===== src/rtl/fifo_wr_framer_if.sv =====
// rtl/fifo_wr_framer_if.sv - producer byte stream and FIFO write port bundle
interface fifo_wr_framer_if;
  logic       i_valid;
  logic [7:0] i_data;
  logic       i_last;
  logic       o_ready;
  logic       i_full;
  logic       o_wren;
  logic [7:0] o_wdata;

  modport slave  (input  i_valid, i_data, i_last, i_full,
                  output o_ready, o_wren, o_wdata);
  modport master (output i_valid, i_data, i_last, i_full,
                  input  o_ready, o_wren, o_wdata);
endinterface


===== src/rtl/fifo_wr_framer.sv =====
// rtl/fifo_wr_framer.sv - HDLC-style write-side framer: flag, stuffed payload, stuffed checksum, flag
module fifo_wr_framer #(
  parameter logic [7:0] FLAG  = 8'h7E,
  parameter logic [7:0] ESC   = 8'h7D,
  parameter logic [7:0] XMASK = 8'h20
) (
  input  logic              i_wrclk,
  input  logic              i_wrst_n,
  fifo_wr_framer_if.slave   bus,
  output logic              o_busy,
  output logic [15:0]       o_frame_cnt
);

  typedef enum logic [2:0] {
    S_IDLE, S_SOF, S_DATA, S_DATA_X, S_CHK, S_CHK_X, S_EOF
  } state_t;

  state_t      r_state;
  logic [7:0]  r_sum;
  logic [15:0] r_frame_cnt;
  logic        r_busy;

  logic        w_in_special;
  logic        w_chk_special;
  logic [7:0]  w_chk;
  logic        w_wren;
  logic        w_ready;
  logic [7:0]  w_wdata;

  assign w_chk         = ~r_sum;
  assign w_in_special  = (bus.i_data == FLAG) || (bus.i_data == ESC);
  assign w_chk_special = (w_chk == FLAG) || (w_chk == ESC);

  // Every write is gated by !i_full, so the FIFO never has to drop a byte.
  always_comb begin
    w_wren  = 1'b0;
    w_ready = 1'b0;
    w_wdata = 8'h00;
    case (r_state)
      S_SOF: begin
        w_wren  = !bus.i_full;
        w_wdata = FLAG;
      end
      S_DATA: begin
        w_wren  = bus.i_valid && !bus.i_full;
        w_wdata = w_in_special ? ESC : bus.i_data;
        w_ready = w_wren && !w_in_special;
      end
      S_DATA_X: begin
        w_wren  = !bus.i_full;
        w_wdata = bus.i_data ^ XMASK;
        w_ready = w_wren;
      end
      S_CHK: begin
        w_wren  = !bus.i_full;
        w_wdata = w_chk_special ? ESC : w_chk;
      end
      S_CHK_X: begin
        w_wren  = !bus.i_full;
        w_wdata = w_chk ^ XMASK;
      end
      S_EOF: begin
        w_wren  = !bus.i_full;
        w_wdata = FLAG;
      end
      default: begin
        w_wren  = 1'b0;
        w_ready = 1'b0;
        w_wdata = 8'h00;
      end
    endcase
  end

  assign bus.o_wren  = w_wren;
  assign bus.o_ready = w_ready;
  assign bus.o_wdata = w_wdata;
  assign o_busy      = r_busy;
  assign o_frame_cnt = r_frame_cnt;

  always_ff @(posedge i_wrclk or negedge i_wrst_n) begin
    if (!i_wrst_n) begin
      r_state     <= S_IDLE;
      r_sum       <= 8'h00;
      r_frame_cnt <= 16'h0000;
      r_busy      <= 1'b0;
    end else begin
      case (r_state)
        S_IDLE: begin
          if (bus.i_valid) begin
            r_state <= S_SOF;
            r_sum   <= 8'h00;
            r_busy  <= 1'b1;
          end
        end
        S_SOF: begin
          if (w_wren) r_state <= S_DATA;
        end
        S_DATA: begin
          if (w_wren) begin
            if (w_in_special) begin
              r_state <= S_DATA_X;
            end else begin
              r_sum   <= r_sum + bus.i_data;
              r_state <= bus.i_last ? S_CHK : S_DATA;
            end
          end
        end
        S_DATA_X: begin
          if (w_wren) begin
            r_sum   <= r_sum + bus.i_data;
            r_state <= bus.i_last ? S_CHK : S_DATA;
          end
        end
        S_CHK: begin
          if (w_wren) r_state <= w_chk_special ? S_CHK_X : S_EOF;
        end
        S_CHK_X: begin
          if (w_wren) r_state <= S_EOF;
        end
        S_EOF: begin
          if (w_wren) begin
            r_state     <= S_IDLE;
            r_busy      <= 1'b0;
            r_frame_cnt <= r_frame_cnt + 16'd1;
          end
        end
        default: begin
          r_state <= S_IDLE;
          r_busy  <= 1'b0;
        end
      endcase
    end
  end

endmodule


===== src/flat_wrapper.sv =====
// flat-port wrapper written by rule: the top's interface ports become plain ports
module fifo_wr_framer_flat 
#(
  parameter logic [7:0] FLAG  = 8'h7E,
  parameter logic [7:0] ESC   = 8'h7D,
  parameter logic [7:0] XMASK = 8'h20
)
  (i_wrclk, i_wrst_n, o_busy, o_frame_cnt, bus_i_valid, bus_i_data, bus_i_last, bus_i_full, bus_o_ready, bus_o_wren, bus_o_wdata);
  fifo_wr_framer_if bus_i ();
  input  logic i_wrclk;
  input  logic i_wrst_n;
  output logic o_busy;
  output logic [15:0] o_frame_cnt;
  input wire logic [$bits(bus_i.i_valid)-1:0] bus_i_valid;
  input wire logic [$bits(bus_i.i_data)-1:0] bus_i_data;
  input wire logic [$bits(bus_i.i_last)-1:0] bus_i_last;
  input wire logic [$bits(bus_i.i_full)-1:0] bus_i_full;
  output wire logic [$bits(bus_i.o_ready)-1:0] bus_o_ready;
  output wire logic [$bits(bus_i.o_wren)-1:0] bus_o_wren;
  output wire logic [$bits(bus_i.o_wdata)-1:0] bus_o_wdata;
  assign bus_i.i_valid = bus_i_valid;
  assign bus_i.i_data = bus_i_data;
  assign bus_i.i_last = bus_i_last;
  assign bus_i.i_full = bus_i_full;
  assign bus_o_ready = bus_i.o_ready;
  assign bus_o_wren = bus_i.o_wren;
  assign bus_o_wdata = bus_i.o_wdata;
  fifo_wr_framer #(.FLAG(FLAG), .ESC(ESC), .XMASK(XMASK)) u_core (.i_wrclk(i_wrclk), .i_wrst_n(i_wrst_n), .bus(bus_i), .o_busy(o_busy), .o_frame_cnt(o_frame_cnt));
endmodule

===== config.mk =====
export PLATFORM = sky130hd
export DESIGN_NAME = fifo_wr_framer_flat
export DESIGN_NICKNAME = d
export VERILOG_FILES = /design/src/rtl/fifo_wr_framer_if.sv /design/src/rtl/fifo_wr_framer.sv /design/src/flat_wrapper.sv
export SDC_FILE = /design/constraint.sdc
export NUM_CORES = 1
export LEC_CHECK = 0
export ABC_AREA = 1
export ABC_CLOCK_PERIOD_IN_PS = 2100
export CORE_MARGIN = 2
export CORE_UTILIZATION = 45
export DETAILED_ROUTE_END_ITERATION = 6
export DONT_BUFFER_PORTS = 1
export PLACE_DENSITY_LB_ADDON = 0.12
export SLEW_MARGIN = 10
export SYNTH_ARGS = -nofsm -noshare
export SYNTH_HDL_FRONTEND = slang
export SYNTH_SLANG_ARGS = --single-unit

===== constraint.sdc =====
create_clock -name i_wrclk -period 2.1 [get_ports i_wrclk]
set_input_delay 0.315 -clock i_wrclk [delete_from_list [all_inputs] [get_ports i_wrclk]]
set_output_delay 0.315 -clock i_wrclk [all_outputs]
set_load 0.02 [all_outputs]

==> results of run 1 <==
what timing repair did:
action,in CTS,in global routing
endpoints found under the hold margin,28,0
gates resized for setup,0,2
hold buffers,2,0
endpoints found under the setup margin,0,2
through the flow:
step           total power [uW]  worst slack (ns)  cell area (um^2)  cells  hold slack [ns]
6_report                   2610             0.151              2230    347            0.270
5_1_grt                    2860            0.0102              2230    347            0.303
4_1_cts                    2630            0.0979              2220    347            0.267
3_5_place_dp               2170             0.365              2120    341           0.0205
3_3_place_gp               2170             0.375              2120    341           0.0206
2_1_floorplan              1970             0.440              2080    291           0.0194
cell families (layout without fill, tap and decap cells):
group           count (synthesis)  in the layout  share of synthesized area
flops                          28             28                      0.336
simple gates                  184            184                      0.408
compound gates                 15             15                     0.0499
fa+ha+maj                       9              9                     0.0577
buf+inv                        40             44                     0.0853
xor+xnor                       15             15                     0.0631
cell type report:
| type | instances | area (um^2) |
|---|---|---|
| Fill cell | 447 | 2190 |
| Tap cell | 52 | 65.1 |
| Multi-Input combinational cell | 223 | 1200 |
| Clock buffer | 3 | 41.3 |
| Sequential cell | 28 | 703 |
| Clock inverter | 1 | 30.0 |
| Timing Repair Buffer | 3 | 37.5 |
| Inverter | 37 | 144 |
sequential cells by signal, indices dropped and copies added (netlist names):
signal,count
u_core.o_frame_cnt,16
u_core.r_sum,8
u_core.r_state,3
u_core.o_busy,1
path summary, 6_finish.rpt:
kind                                    from                    end  slack (ns)
setup / recovery           u_core.r_state[1]             bus_o_wren        0.15
hold / removal                 bus_i_data[0]        u_core.r_sum[0]        0.27
setup reg to reg             u_core.r_sum[0]        u_core.r_sum[4]        0.35
hold reg to reg              u_core.r_sum[6]        u_core.r_sum[6]        0.55
max in group asynchronous           i_wrst_n      u_core.r_state[0]        1.46
min in group asynchronous           i_wrst_n  u_core.o_frame_cnt[3]        0.47
power by group through the flow:
stage,clock network (uW),registers [uW],logic [uW]
finish,435,869,1300
global route,458,890,1510
CTS,446,866,1320
detailed placement,0,877,1290
global placement,0,877,1290
floorplan,0,777,1190
worst min-delay path, delay by kind of cell:
family | cells | cell delay (ns)
simple gates | 2 | 0.09
fa+ha+maj | 1 | 0.11
metal layers:
layer	share of wire	GRT usage	vias up
met5	0	0	-
met4	0.0090	0.0524	0
met3	0.053	0.0500	2
met2	0.45	0.313	36
met1	0.49	0.256	851
li1	-	-	950
cell usage in the layout (no fill, tap or decap), drive strengths merged:
cell | netlist | routed
inv | 37 | 37
nand3b | 3 | 3
xnor2 | 7 | 7
nor3 | 6 | 6
o221ai | 1 | 1
fa | 1 | 1
nor2 | 26 | 26
nand2 | 103 | 103
ha | 8 | 8
o21ai | 5 | 5
bufinv | 0 | 1
a21oi | 3 | 3
nand3 | 31 | 31
o2111ai | 1 | 1
clkbuf | 0 | 3
nor3b | 1 | 1
dlygate4sd3 | 0 | 1
nand4 | 10 | 10
buf | 3 | 2
or2 | 2 | 2
xor2 | 8 | 8
o211ai | 5 | 5
dfrtp | 28 | 28
and2 | 2 | 2
==> run_results.csv, run 1 <==
group,metric,value,unit
die,die_w,72.0,um
die,ios,40,
yosys,syn-num-nets,313,
critical_path,cpLargestDelayFamily,"flip-flops",
yosys,ys.flop_type,"dfrtp_1",
min_path,worstHoldPathType,"in -> reg",
clock_network,htree_levels,1,
routing,routed_wl,4.55,mm
critical_path,cp.required,1.78,ns
timing,post-route-period-util,0.928,
timing,layout_min_cycle_time,1.95,ns
yosys,synth_commonest_cells,"nand2_1, inv_1, nand3_1",
yosys,synth_edf_count,0,
clock_network,path_clk_slew,0.10,ns
flow_run,maxCapViolCount,0,
layout,final_core_util,0.504,
yosys,synth.distinct_cells,32,
timing,drv_slew,0,
critical_path,cp_num_cells,5,
critical_path,crit_path_max_incr_delay,0.60,ns
clock_network,cts_sinks,28,
layout,syn_to_final_growth,6.85,%
grt,overflow,0,
clock_network,root_buffer,"clkbuf_8",
placement,hpwl,3.59,mm
power,switching_share,0.487,
die,dieArea,5190,um^2
routing,via_count,1839,
grt,grt_pass1_wl,7.96,mm
yosys,async_flop_share,1.00,
clock_network,cts_inserted_buffers,3,
layout,diodes,0,
placement,globalplace.congestion,0.844,
clock_network,cts_buffer_depth,2,
yosys,synth_most_common_cell,"nand2_1",
timing,clock-skew-final,0.00276,ns
timing,max_slew.worst_pin.slew,0.581,ns
power,power_frac_comb,0.500,
timing,setup_viol,0,
power,internal_power,1340,uW
min_path,holdPathStages,3,
critical_path,crit_path_cell_trace,"inv_4 -> nand2_4 -> nand3_2 -> o21ai_2 -> inv_1",
critical_path,worstSetupEndpointType,"primary output",
clock_network,post_cts_buffers,0,
critical_path,crit_type,"reg -> out",
yosys,synth-seq-cells,28,
critical_path,start_kind,"register",
power,power.share.clock,0.167,
power,p_switching,1270,uW
yosys,synth_area,2080,um^2
timing,hold_viol,0,
timing,relSlewSlack,0.613,
timing,fmax,513,MHz
yosys,ys_warn_count,0,
grt,grt_pass1_vias,1767,
critical_path,cp_max_fo,9,
routing,drc,0,
critical_path,arrival,1.63,ns
critical_path,worstRegToRegCells,7,
yosys,ys_seq_area_frac,0.336,
routing,dr.first_iter.drc_count,106,
status,status,"finished, final reports clean",
yosys,syn_area_per_cell,7.16,um^2
critical_path,slowest_stage,"dfrtp_1",
grt,grt_use_total,0.193,
power,p_seq_frac,0.333,
power,leakagePower,0.00116,uW
yosys,synth_top_area_frac,0.336,
timing,grt_setup_unrepaired,"false",
grt,antenna_found_initial,0,
layout,nets,318,
routing,routed_via_density,5.30,
layout,drive_above_1_share,0.0983,
die,core,4410,um^2
placement,numPortBuffers,0,
die,row_count,24,
power,power_density,1170,nW/um^2
die,fp.dieH,72.0,um
routing,wire_per_inst,13.1,um
routing,dr.pass1.iters,4,
die,initial_core_util,0.472,
clock_network,worstSkewPairLatency,0.27,ns
timing,fin_tns_setup,0,ns
yosys,synth_top_area_cell,"dfrtp_1",
power,ir_drop,0.469,mV
grt,grt_max_degree,29,
clock_network,cts_tree,"yes",
critical_path,cp.buffers_inverters,2,
yosys,syn_inst,291,
yosys,synth.top_cells.by_area,"dfrtp_1, nand2_1, nand3_1",
routing,ant_nets,0,
(Power assumes the default switching activity.)
==> inputs of run 2 (changes only) <==
Settings changed: ABC_CLOCK_PERIOD_IN_PS 2100 to 1620, CTS_CLUSTER_SIZE set to 12.
Clock period 2.1 ns to 1.62 ns, I/O delays scaled along.
==> run 2 against run 1 <==
  * The run now ends with negative setup slack left
  * Core utilization grew 9.2 points
  * Routed wire length up 14%
  * Register-to-register slack worse by 0.34 ns
  * Clock skew up 0.0059 ns
  * Global-route usage up 1.2 points
  * Cell count rose by 9.5%
  * Combinational power increased by 86%
  * Total power rose by 55%
  * Clock-buffer cell count did not move
  * Critical path type unchanged
  * Critical endpoint is now bus_o_wdata[3]
==> run_results.csv, run 2 (synthesis results as in run 1) <==
group,metric,value,unit
min_path,worstHoldPathType,"in -> reg",
grt,gr-usage-met2,0.327,
grt,grt_pass1_wl,8.38,mm
timing,max_slew.worst_pin.slew,0.555,ns
status,status,"finished with violations",
grt,use_met1,0.285,
layout,final_common_cell,"nand2_1",
layout,layout_common_cells,"nand2_1, buf_4, inv_1, nand3_1, dfrtp_1",
grt,use_met3,0.0458,
timing,setup_viol,10,
placement,globalplace.congestion,0.810,
layout,finalInstanceArea,2630,um^2
routing,routed_via_density,5.21,
routing,wire_per_inst,13.7,um
layout,diodes,0,
grt,antenna_found_initial,0,
critical_path,crit_path_cell_trace,"inv_4 -> nand3_1 -> nand2_4 -> inv_2 -> o211ai_1",
routing,dr.pass1.iters,4,
critical_path,crit_path_max_incr_delay,0.49,ns
placement,place_inst,361,
flow_run,maxCapViolCount,0,
grt,overflow,0,
power,power_density,1530,nW/um^2
clock_network,cts_sinks,28,
layout,nets,351,
die,dieArea,5190,um^2
critical_path,crit_type,"reg -> out",
clock_network,worstSkewPairLatency,0.28,ns
timing,drv_slew,0,
grt,grt_pass1_vias,1771,
routing,ant_nets,0,
layout,drive_above_1_share,0.250,
grt,grt_use_total,0.205,
grt,grt_max_degree,29,
clock_network,cts_tree,"yes",
routing,routed_wl,5.20,mm
grt,top_usage_layer,"met2",
layout,final_cells,380,
timing,post-route-period-util,1.09,
power,leakagePower,0.00134,uW
routing,drc,0,
power,p_total,4040,uW
die,ios,40,
placement,dpl_cell_area,2270,um^2
die,row_count,24,
critical_path,worstSetupEndpointType,"primary output",
critical_path,start_kind,"register",
timing,grt_setup_unrepaired,"true",
timing,hold_viol,0,
layout,largest_reg_flops,16,
timing,clock-skew-final,0.00871,ns
clock_network,cts_buffer_depth,2,
clock_network,root_buffer,"clkbuf_8",
clock_network,path_clk_slew,0.11,ns
critical_path,slowest_stage,"dfrtp_2",
die,die_w,72.0,um
status,violations,"negative setup slack",
die,fp.dieH,72.0,um
routing,via_count,1981,
clock_network,cts_inserted_buffers,3,
critical_path,cp.required,1.38,ns
placement,hpwl,3.83,mm
timing,hold_slack,0.221,ns
placement,dp_slack,0.0271,ns
die,initial_core_util,0.472,
clock_network,htree_levels,1,
placement,numPortBuffers,0,
routing,dr.first_iter.drc_count,77,
timing,layout_min_cycle_time,1.77,ns
timing,relSlewSlack,0.628,
layout,syn_to_final_growth,26.4,%
timing,setup_ws,-0.147,ns
critical_path,cp_max_fo,7,
power,ir_drop,0.720,mV
critical_path,arrival,1.52,ns
timing,fmax,566,MHz
die,core,4410,um^2
==> run 2: cell types whose count changed in the layout (fill, tap and decap cells not counted), sizes merged <==
| cell | change |
|---|---|
| buf | +33 |
==> run 2: path summary, 6_finish.rpt <==
path | from | to | slack [ns] | depth (start not counted)
min | bus_i_last | u_core.r_state[2] | 0.22 | 4
min in group asynchronous | i_wrst_n | u_core.r_state[0] | 0.39 | 2
max | u_core.r_state[1] | bus_o_wdata[3] | -0.15 | 5
max in group asynchronous | i_wrst_n | u_core.r_sum[0] | 1.06 | 2
max reg2reg | u_core.r_state[2] | u_core.r_state[2] | 0.01 | 9
min reg2reg | u_core.o_frame_cnt[4] | u_core.o_frame_cnt[4] | 0.52 | 1
==> run 2: final cells by class <==
cell class | count | area [um^2]
Clock buffer | 3 | 41.3
Clock inverter | 1 | 30.0
Fill cell | 435 | 1780
Inverter | 37 | 149
Multi-Input combinational cell | 223 | 1350
Sequential cell | 28 | 704
Tap cell | 52 | 65.1
Timing Repair Buffer | 36 | 298
==> run 2: metal layers <==
layer	vias up	part of all wire
li1	1015	-
met1	924	0.47
met2	40	0.47
met3	2	0.050
met4	0	0.0073
met5	-	0
==> run 2: stage by stage <==
step,TNS (ns),util
after floorplan,0,-
after global placement,0,0.515
after detailed placement,0,0.515
after CTS,-0.691,0.565
after global routing,-1.84,0.597
final,-0.927,0.597
==> run 2: worst max-delay path: cells and delay by family (launching register included) <==
kind | cells | cell delay (ns)
AO/OA/AOI/OAI | 1 | 0.27
flip-flops | 1 | 0.49
AND/OR/NAND/NOR | 2 | 0.29
buffers and inverters | 2 | 0.20
==> run 2: report_power, final <==
part,total [uW],switching (uW),internal [uW]
registers,1050,208,846
clock network,568,237,331
logic,2420,1480,941
total,4040,1920,2120
==> run 2: timing repair <==
action / CTS / global route
hold buffers: 2 / 0
endpoints found under the setup margin: 10 / 16
buffers inserted: 6 / 7
pin swaps: 5 / 12
gates cloned: 0 / 0
endpoints found under the hold margin: 28 / 0
gates resized for setup: 19 / 15
==> inputs of run 3 (changes only) <==
Settings changed: CTS_CLUSTER_DIAMETER set to 150.
==> results of run 3 <==
Final layout, timing and power as in run 2 (identical DEF).
==> variant, RTL diff (settings of run 2) <==
Register the output `o_frame_cnt` once more; this adds one clock of latency there. The other outputs are not delayed to match.
--- a/src/rtl/fifo_wr_framer.sv
+++ b/src/rtl/fifo_wr_framer.sv
@@ -77,3 +77,5 @@
   assign o_busy      = r_busy;
-  assign o_frame_cnt = r_frame_cnt;
+  always_ff @(posedge i_wrclk) begin
+    o_frame_cnt <= r_frame_cnt;
+  end
 
Formal check against the unedited RTL: not equivalent (a bounded check fails within 10 cycles, from zero or initial values and one cycle with i_wrst_n low).
==> variant against run 2 <==
  * The run still ends with setup timing left
  * Final area increased by 14%
  * Core utilization down 1.7 points
  * Count of clock-buffer cells in the layout grew 3
  * Area after synthesis up 18%
  * Non-clock buffer count is 11 lower
  * Routed wire length up 15%
  * Sequential cell count up 16
  * Worst hold slack got worse by 0.011 ns
  * Power rose by 22%
  * Worst setup slack better by 0.0098 ns
  * Critical endpoint is now bus_o_wdata[1]
  * Largest cell class unchanged
  * Highest routed layer unchanged
==> variant: results (changes against run 2) <==
Status
  – Outcome: finished, violations left
  – Failing checks: setup timing

Yosys
  – Adder-Cell Fraction of Synth Area: 4.89% (-0.88 points)
  – Post-synth ARST share: 63.6% (-36 points)
  – Compound-Gate Fraction of Synth Area: 4.63% (-0.35 points)
  – Synth cell count leaders: 107 x nand2_1, 42 x inv_1, 31 x nand3_1
  – Syn nets: 344 (+9.9%)
  – Synth area leaders: dfrtp_1 28%, nand2_1 16%, dfxtp_1 13%, inv_1 6.4%, nand3_1 6.3%
  – Seq/Total Area, Yosys: 41.5% (+7.9 points)
  – XOR/XNOR Fraction of Synth Area: 4.99% (-1.3 points)

Clock network
  – Postcts setup bufs: 7 (+1)
  – Total CTS buffers: 5 (+2)
  – Cts repair resizes: 20 (+1)
  – CTS clk-pin slew, worst paths: 0.08 ns (-0.03 ns)
  – Clk_lat worst skew: 0.30 ns (+0.02 ns)

Timing
  – Final setup violation count: 11 (+1)
  – Final TNS setup: -0.903 ns (+0.0246 ns)
  – Slew margin rel.: 63.7% (+0.88 points)
  – Final hold slack: 0.211 ns (-0.0106 ns)
  – Setup ws final: -0.137 ns (+0.00981 ns)
  – Clock skew: 0.00513 ns (-0.00358 ns)

Cells and area
  – Proportion of layout cells with a drive suffix above 1: 22.4% (-2.6 points)
  – Final cell count without fillers: 423 (+11%)
  – Final Util: 57.9% (-1.7 points)
  – Post-layout nets: 374 (+6.6%)
  – # fillers: 496 (+14%)

Worst setup path
  – Worst Setup SP: u_core.r_state[2]$_DFFE_PN0P_
  – Maximum fanout along the worst path: 6 (-1)
  – Critical Path End: bus_o_wdata[1]
  – R2R setup slack: -0.01 ns (-0.02 ns)
  – Path depth of the worst reg2reg path: 7 (-2)
  – R2r startpoint: u_core.r_sum[0]$_DFFE_PN0P_

Drt
  – First-iteration detailed-routing DRC count: 113 (+47%)
  – Vias per inst: 5.11 (-2.0%)

Power and ir drop
  – Switching Share: 44.2% (-3.4 points)
  – LEAKAGE: 0.00152 uW (+13%)
  – Total power: 4910 uW (+22%)
  – Power share of the sequential group: 32.3% (+6.2 points)
  – Worst vdd ir: 0.000736 V (+2.1%)

Place
  – Placed Area: 0.00257 sq mm (+13%)
  – Final HPWL DP: 4.02 mm (+5.1%)
  – DP Worst Slack: 0.0416 ns (+0.0145 ns)
  – Dpl cells: 397 (+10%)

Min path
  – Hold path endpoint: u_core.r_sum[0]$_DFFE_PN0P_
  – Hold path depth: 3 (-1)
  – Worst Hold Class: in -> reg
  – Min-delay src: bus_i_data[0]

Global routing
  – Vias in the first global route: 1982 (+12%)
  – First-pass GRT wire length: 9.56 mm (+14%)
  – Global-route usage over all layers: 20.2% (-0.28 points)
## variant: metal layers
layer | routed length [um] | up-vias | part of all wire (%) | GRT usage (%)
li1 | - | 1082 | - | -
met1 | 2710 | 1013 | 45 | 26.7
met2 | 2830 | 54 | 47 | 32.2
met3 | 343 | 11 | 5.7 | 6.63
met4 | 121 | 0 | 2.0 | 4.74
met5 | 0 | - | 0 | 0
## variant: area by class of cell
class | instances | area [sq um] | share of cell area [%]
repair buffers | 25 | 219 | 7.26
clock inverters | 2 | 38.8 | 1.29
well taps | 70 | 87.6 | 2.90
inverters | 47 | 186 | 6.18
multi-input cells | 229 | 1380 | 45.6
clock buffers | 6 | 82.6 | 2.74
flip-flops and latches | 44 | 1030 | 34.0
## variant: worst min-delay path, cell delays in order
cell,delay (ns)
ha_1,0.11
nand2_1,0.05
nand2_1,0.07
